File: src/rtl/tpu_pkg.sv
// Shared types and constants for the TPU systolic datapath.
// Holds the PE element width, the default array height and the feeder FSM/slot types.
package tpu_pkg;

    localparam int unsigned PE_DATA_WIDTH = 16;
    localparam int unsigned DEFAULT_ROWS  = 4;

    typedef enum logic [1:0] {IDLE, STREAM, DRAIN} feeder_state_t;

    typedef struct packed {
        logic signed [PE_DATA_WIDTH-1:0] data;
        logic                            valid;
        logic                            switch;
    } feeder_slot_t;

    function automatic feeder_slot_t beat_slot(input logic [PE_DATA_WIDTH-1:0] data,
                                               input logic                     sw);
        feeder_slot_t slot;
        slot.data   = data;
        slot.valid  = 1'b1;
        slot.switch = sw;
        return slot;
    endfunction

endpackage

File: src/rtl/systolic_input_feeder_if.sv
// Valid/ready input stream carrying one ROWS-wide vector per beat into the feeder.
interface systolic_input_feeder_if #(
    parameter int unsigned ROWS       = tpu_pkg::DEFAULT_ROWS,
    parameter int unsigned DATA_WIDTH = tpu_pkg::PE_DATA_WIDTH
);
    logic                       valid;
    logic                       ready;
    logic [ROWS*DATA_WIDTH-1:0] data;
    logic                       switch;
    logic                       last;

    modport master (output valid, data, switch, last, input ready);
    modport slave  (input valid, data, switch, last, output ready);
endinterface

File: src/rtl/skew_delay_line.sv
// Fixed-depth shift register of feeder slots; DEPTH = 0 is a plain wire.
module skew_delay_line
    import tpu_pkg::*;
#(
    parameter int unsigned DEPTH = 0
) (
    input  logic         clk,
    input  logic         rst,
    input  logic         flush,
    input  feeder_slot_t slot_in,
    output feeder_slot_t slot_out
);

    if (DEPTH == 0) begin : g_pass
        logic unused_ctrl;
        assign unused_ctrl = ^{clk, rst, flush};
        assign slot_out    = slot_in;
    end else begin : g_shift
        feeder_slot_t stage_q [DEPTH];

        always_ff @(posedge clk or posedge rst) begin
            if (rst) begin
                for (int i = 0; i < DEPTH; i++) stage_q[i] <= '0;
            end else if (flush) begin
                for (int i = 0; i < DEPTH; i++) stage_q[i] <= '0;
            end else begin
                stage_q[0] <= slot_in;
                for (int i = 1; i < DEPTH; i++) stage_q[i] <= stage_q[i-1];
            end
        end

        assign slot_out = stage_q[DEPTH-1];
    end

endmodule

File: src/rtl/systolic_input_feeder.sv
// West-edge feeder for a systolic PE array: skews each input vector diagonally across rows
// and tracks batch boundaries, pulsing done when the last beat has entered the bottom row.
module systolic_input_feeder
    import tpu_pkg::*;
#(
    parameter int unsigned ROWS       = DEFAULT_ROWS,
    parameter int unsigned DATA_WIDTH = PE_DATA_WIDTH
) (
    input  logic                       clk,
    input  logic                       rst,
    input  logic                       flush,
    systolic_input_feeder_if.slave     s,
    output logic [ROWS*DATA_WIDTH-1:0] row_input,
    output logic [ROWS-1:0]            row_valid,
    output logic [ROWS-1:0]            row_switch,
    output logic                       busy,
    output logic                       done,
    output logic [15:0]                beat_count
);

    localparam int unsigned CNT_W = (ROWS > 1) ? $clog2(ROWS) : 1;

    feeder_state_t    state_q, state_d;
    logic [CNT_W-1:0] drain_cnt_q, drain_cnt_d;
    logic [15:0]      beat_count_q, beat_count_d;
    logic             done_q, done_d;
    logic             busy_q;
    logic             accept;

    assign s.ready = (state_q != DRAIN) && !flush;
    assign accept  = s.valid && s.ready;

    for (genvar r = 0; r < ROWS; r++) begin : g_row
        feeder_slot_t entry, delayed, out_q;

        // Non-accepted cycles inject an all-zero bubble so stale data never reaches a PE.
        always_comb begin
            entry = '0;
            if (accept) entry = beat_slot(s.data[r*DATA_WIDTH +: DATA_WIDTH], s.switch);
        end

        skew_delay_line #(
            .DEPTH (r)
        ) u_delay (
            .clk      (clk),
            .rst      (rst),
            .flush    (flush),
            .slot_in  (entry),
            .slot_out (delayed)
        );

        always_ff @(posedge clk or posedge rst) begin
            if (rst)        out_q <= '0;
            else if (flush) out_q <= '0;
            else            out_q <= delayed;
        end

        assign row_input[r*DATA_WIDTH +: DATA_WIDTH] = out_q.data;
        assign row_valid[r]                          = out_q.valid;
        assign row_switch[r]                         = out_q.switch;
    end

    always_comb begin
        state_d      = state_q;
        drain_cnt_d  = drain_cnt_q;
        beat_count_d = beat_count_q;
        done_d       = 1'b0;
        if (flush) begin
            state_d      = IDLE;
            drain_cnt_d  = '0;
            beat_count_d = '0;
        end else begin
            if (accept) begin
                if (state_q == IDLE)              beat_count_d = 16'd1;
                else if (beat_count_q != 16'hFFFF) beat_count_d = beat_count_q + 16'd1;
            end
            case (state_q)
                IDLE, STREAM: begin
                    if (accept) begin
                        if (!s.last) begin
                            state_d = STREAM;
                        end else if (ROWS > 1) begin
                            state_d     = DRAIN;
                            drain_cnt_d = CNT_W'(ROWS - 1);
                        end else begin
                            state_d = IDLE;
                            done_d  = 1'b1;
                        end
                    end
                end
                DRAIN: begin
                    // Leaving at count 1 lands done in the cycle row ROWS-1 shows the last beat.
                    drain_cnt_d = drain_cnt_q - CNT_W'(1);
                    if (drain_cnt_q == CNT_W'(1)) begin
                        state_d = IDLE;
                        done_d  = 1'b1;
                    end
                end
                default: state_d = IDLE;
            endcase
        end
    end

    always_ff @(posedge clk or posedge rst) begin
        if (rst) begin
            state_q      <= IDLE;
            drain_cnt_q  <= '0;
            beat_count_q <= '0;
            done_q       <= 1'b0;
            busy_q       <= 1'b0;
        end else begin
            state_q      <= state_d;
            drain_cnt_q  <= drain_cnt_d;
            beat_count_q <= beat_count_d;
            done_q       <= done_d;
            busy_q       <= (state_d != IDLE);
        end
    end

    assign done       = done_q;
    assign busy       = busy_q;
    assign beat_count = beat_count_q;

endmodule

File: src/flat_wrapper.sv
// flat-port wrapper written by rule: the top's interface ports become plain ports
module systolic_input_feeder_flat import tpu_pkg::*;
#(
    parameter int unsigned ROWS       = DEFAULT_ROWS,
    parameter int unsigned DATA_WIDTH = PE_DATA_WIDTH
)
  (clk, rst, flush, row_input, row_valid, row_switch, busy, done, beat_count, s_valid, s_data, s_switch, s_last, s_ready);
  systolic_input_feeder_if #(.ROWS(ROWS), .DATA_WIDTH(DATA_WIDTH)) s_i ();
  input  logic clk;
  input  logic rst;
  input  logic flush;
  output logic [ROWS*DATA_WIDTH-1:0] row_input;
  output logic [ROWS-1:0] row_valid;
  output logic [ROWS-1:0] row_switch;
  output logic busy;
  output logic done;
  output logic [15:0] beat_count;
  input wire logic [$bits(s_i.valid)-1:0] s_valid;
  input wire logic [$bits(s_i.data)-1:0] s_data;
  input wire logic [$bits(s_i.switch)-1:0] s_switch;
  input wire logic [$bits(s_i.last)-1:0] s_last;
  output wire logic [$bits(s_i.ready)-1:0] s_ready;
  assign s_i.valid = s_valid;
  assign s_i.data = s_data;
  assign s_i.switch = s_switch;
  assign s_i.last = s_last;
  assign s_ready = s_i.ready;
  systolic_input_feeder #(.ROWS(ROWS), .DATA_WIDTH(DATA_WIDTH)) u_core (.clk(clk), .rst(rst), .flush(flush), .s(s_i), .row_input(row_input), .row_valid(row_valid), .row_switch(row_switch), .busy(busy), .done(done), .beat_count(beat_count));
endmodule
File: config.mk
export PLATFORM = sky130hd
export DESIGN_NAME = systolic_input_feeder_flat
export DESIGN_NICKNAME = d
export VERILOG_FILES = /design/src/rtl/tpu_pkg.sv /design/src/rtl/systolic_input_feeder_if.sv /design/src/rtl/skew_delay_line.sv /design/src/rtl/systolic_input_feeder.sv /design/src/flat_wrapper.sv
export SDC_FILE = /design/constraint.sdc
export NUM_CORES = 1
export LEC_CHECK = 0
export ABC_AREA = 0
export CORE_ASPECT_RATIO = 0.8
export CORE_UTILIZATION = 44
export DETAILED_ROUTE_END_ITERATION = 12
export GPL_ROUTABILITY_DRIVEN = 0
export PLACE_DENSITY = 0.75
export SLEW_MARGIN = 20
export SYNTH_ARGS = -nofsm -noshare
export SYNTH_HDL_FRONTEND = slang
export SYNTH_SLANG_ARGS = --single-unit
File: constraint.sdc
create_clock -name clk -period 6.5 [get_ports clk]
set_clock_uncertainty 0.15 [all_clocks]
set_input_delay 0.975 -clock clk [delete_from_list [all_inputs] [get_ports clk]]
set_output_delay 0.975 -clock clk [all_outputs]
set_load 0.01 [all_outputs]
==> metrics.txt <==
CP required=5370 ps; Netlist cell types=47; critical path peak fanout=114; Tmin final=3279 ps; global-route wire length before repair=21680 um; Lkg Pwr=4.341 nW; Synth Flop Type=dfrtp_1; unrepaired setup endpoints after global routing=false; layout cell share with drive strength beyond 1=0.05680; Slew Limit Fails=0; Detailed Route Iter0 Violations=274; Adder-Cell Fraction of Synth Area=0.003746; sequential share of power=0.508; Synth Instances=511; post-synthesis register bit count=190; Sw Ratio=0.2232; status=complete, no violations; die width=139.8 um; worst setup path start=flush; CP cell instances=buf_6, nor2_1, clkdlybuf4s50_1; Max Cap Viol=0; CTS max path bufs=2; metal3 WL=833 um; final setup violating endpoints=0; hold crit path type=flip-flop to flip-flop; worst vdd ir=0.0001779 V; area grow syn2layout=34.67%; post-synthesis mux area share=0.001498; nature of the critical path startpoint=input pin; largest net degree at the start of global routing=115; vias in the first global route=4326; critical path's largest stage delay=560 ps; Core ar.=14540 um^2; Avg WL per Cell=15.22 um; Metal-1 WL=5744 um; area of the multi-input gates=1763 um^2; xor and xnor area share after synthesis=0.001311; Compound-Gate Fraction of Synth Area=0.04907; post-synthesis sequential area ratio=0.7117; most frequent cells in the layout=dfrtp_1 (190), clkdlybuf4s50_1 (159), nor2b_1 (103), and3_1 (68), nor2_1 (19); crit-path leading delay family=buffers and inverters; Tot Pwr=2.418 mW; # port buffers=160; Arr. time, crit path=2150 ps; Worst slew margin=0.3825; WHS=303.8 ps; post-CTS setup buffers=0; commonest non-fill, non-tap cell in the layout=dfrtp_1; drt drc=0; synthesized net count=583; post-cts gate resize count=0; CTS Sinks=190; sequential cell area=4755 um^2; internal power=1.879 mW; Post-synth EDFFs=0; starting density of the core=0.4594; Max Freq=305.0 MHz; Clock power frac=0.423; Slew @ Worst Pin=926.3 ps; endpoint kind of the worst setup timing path=output port; Final period util=0.5044; PwrDens=268.8 nW/um^2; Synth Area per Inst=13.07 um^2; hold_sp=u_core.g_row[3].u_delay.g_shift.stage_q[34]; die footprint=15680 um^2; Yosys top cell by area=dfrtp_1; Global Route Usage Sum=0.1791; Met2 Wirelength=6253 um; final-stage net count=729; io pins=161; initial antenna violation count=0; CTS root buf=clkbuf_16; Setup TNS Final=0 ps; CTS HTree Levels=4; crit path kind=input pin to output port; Reg-to-Reg Start=u_core.state_q[0]; final hold violation count=0; CTS clock-pin slew for the worst setup and hold paths=60 ps; NetSw=539.7 uW; top cell type's share of synthesized area=0.7117; synth warn=0; largest family of logic cells by synthesized area=simple AND/OR/NAND/NOR gates; cts bufs inserted=17; First-pass DRT Iterations=4; Site Rows=39; Die H=112.2 um; total gr overflow=0; top layer reached by signal wires=met4; Gate power share=0.069; Hold-fix buffers, CTS=0; vias per inst=5.009; # fillers=1129; DRT Wirelength=12980 um; CP bufs+invs=2; Slowest cell on crit path=buf_6; Final ANT Viol Nets=0; Async SR Flop Fraction=1.000; Simple-Gate Fraction of Synth Area=0.2060; clk_lat worst skew=420 ps; via count=4273; CTS tree=yes; diode count=0; mapped cell area=6680 um^2; DP Wirelength=8279 um; top cells by area, synth=dfrtp_1 (71%), nor2b_1 (9.7%), and3_1 (6.4%), clkbuf_1 (1.6%), nor2_1 (1.1%)
## worst paths after layout
path	endpoint	slack, ps	cells after the start
min in group asynchronous	u_core.row_input[40]	940	2
max in group asynchronous	u_core.g_row[1].u_delay.slot_out[2]	3770	3
worst max register to register	u_core.beat_count[0]	4160	5
worst min register to register	u_core.g_row[3].u_delay.slot_out[16]	300	1
worst min-delay path	u_core.g_row[3].u_delay.slot_out[16]	300	1
worst max-delay path	s_ready	3220	3
## flip-flops by register name, summed over array words and instances (netlist names)
register                              flops
u_core.beat_count                        16
u_core.busy                               1
u_core.done                               1
u_core.drain_cnt_q                        2
u_core.g_row.u_delay.g_shift.stage_q     48
u_core.g_row.u_delay.slot_out            48
u_core.row_input                         64
u_core.row_switch                         4
u_core.row_valid                          4
u_core.state_q                            2
## power groups by stage
| stage | clock network [mW] | registers [mW] | logic, mW |
|---|---|---|---|
| final | 1.02 | 1.23 | 0.168 |
| after global routing | 1.10 | 1.23 | 0.186 |
| after CTS | 1.04 | 1.23 | 0.170 |
| after detailed placement | 0 | 1.25 | 0.169 |
| after global placement | 0 | 1.25 | 0.163 |
| after floorplan | 0 | 1.25 | 0.0781 |
## cell families (layout without fill, tap and decap cells)
group | count (synthesis) | count (layout)
AO/OA/AOI/OAI | 44 | 44
XOR/XNOR | 1 | 1
adder cells (fa/ha/maj) | 2 | 2
buffers and inverters | 41 | 199
flip-flops | 190 | 190
multiplexers | 1 | 1
AND/OR/NAND/NOR | 232 | 232
## stage by stage
step | instance area (um^2) | setup WS, ps | instances | utilization
global route | 8996 | 3107 | 853 | 0.6187
CTS | 8967 | 2921 | 852 | 0.6167
floorplan | 6680 | 204.5 | 511 | -
finish | 8996 | 3221 | 853 | 0.6187
detailed placement | 8383 | 2713 | 821 | 0.5765
global placement | 8383 | 2879 | 821 | 0.5765
## layer usage
layer | GRT usage | vias up
li1 | - | 2005
met3 | 0.05546 | 15
met2 | 0.2900 | 155
met1 | 0.2305 | 2098
met5 | 0 | -
met4 | 0.06007 | 0
## layout make-up
cell class,count,area share
timing repair buffer,163,0.1821
sequential,190,0.5285
inverter,5,0.002921
multi-input combinational,280,0.1960
clock buffer,20,0.04854
tap,184,0.02559
clock inverter,11,0.01641
## Yosys cell counts (all sizes together) (3+ instances only)
cell	instances
a211o	3
a211oi	7
a21oi	5
a31oi	3
and3	68
buf	8
clkbuf	28
dfrtp	190
inv	5
nand2	12
nand3	8
nor2	19
nor2b	104
nor3	3
nor4	5
o21ai	7
## worst reg2reg max path: cells and delay by family (launching register included)
family          cells  cell delay, ps
simple gates        3             960
flops               1             580
compound gates      1             380
buf+inv             1             140
No activity file was read; power rests on OpenSTA's default activity.
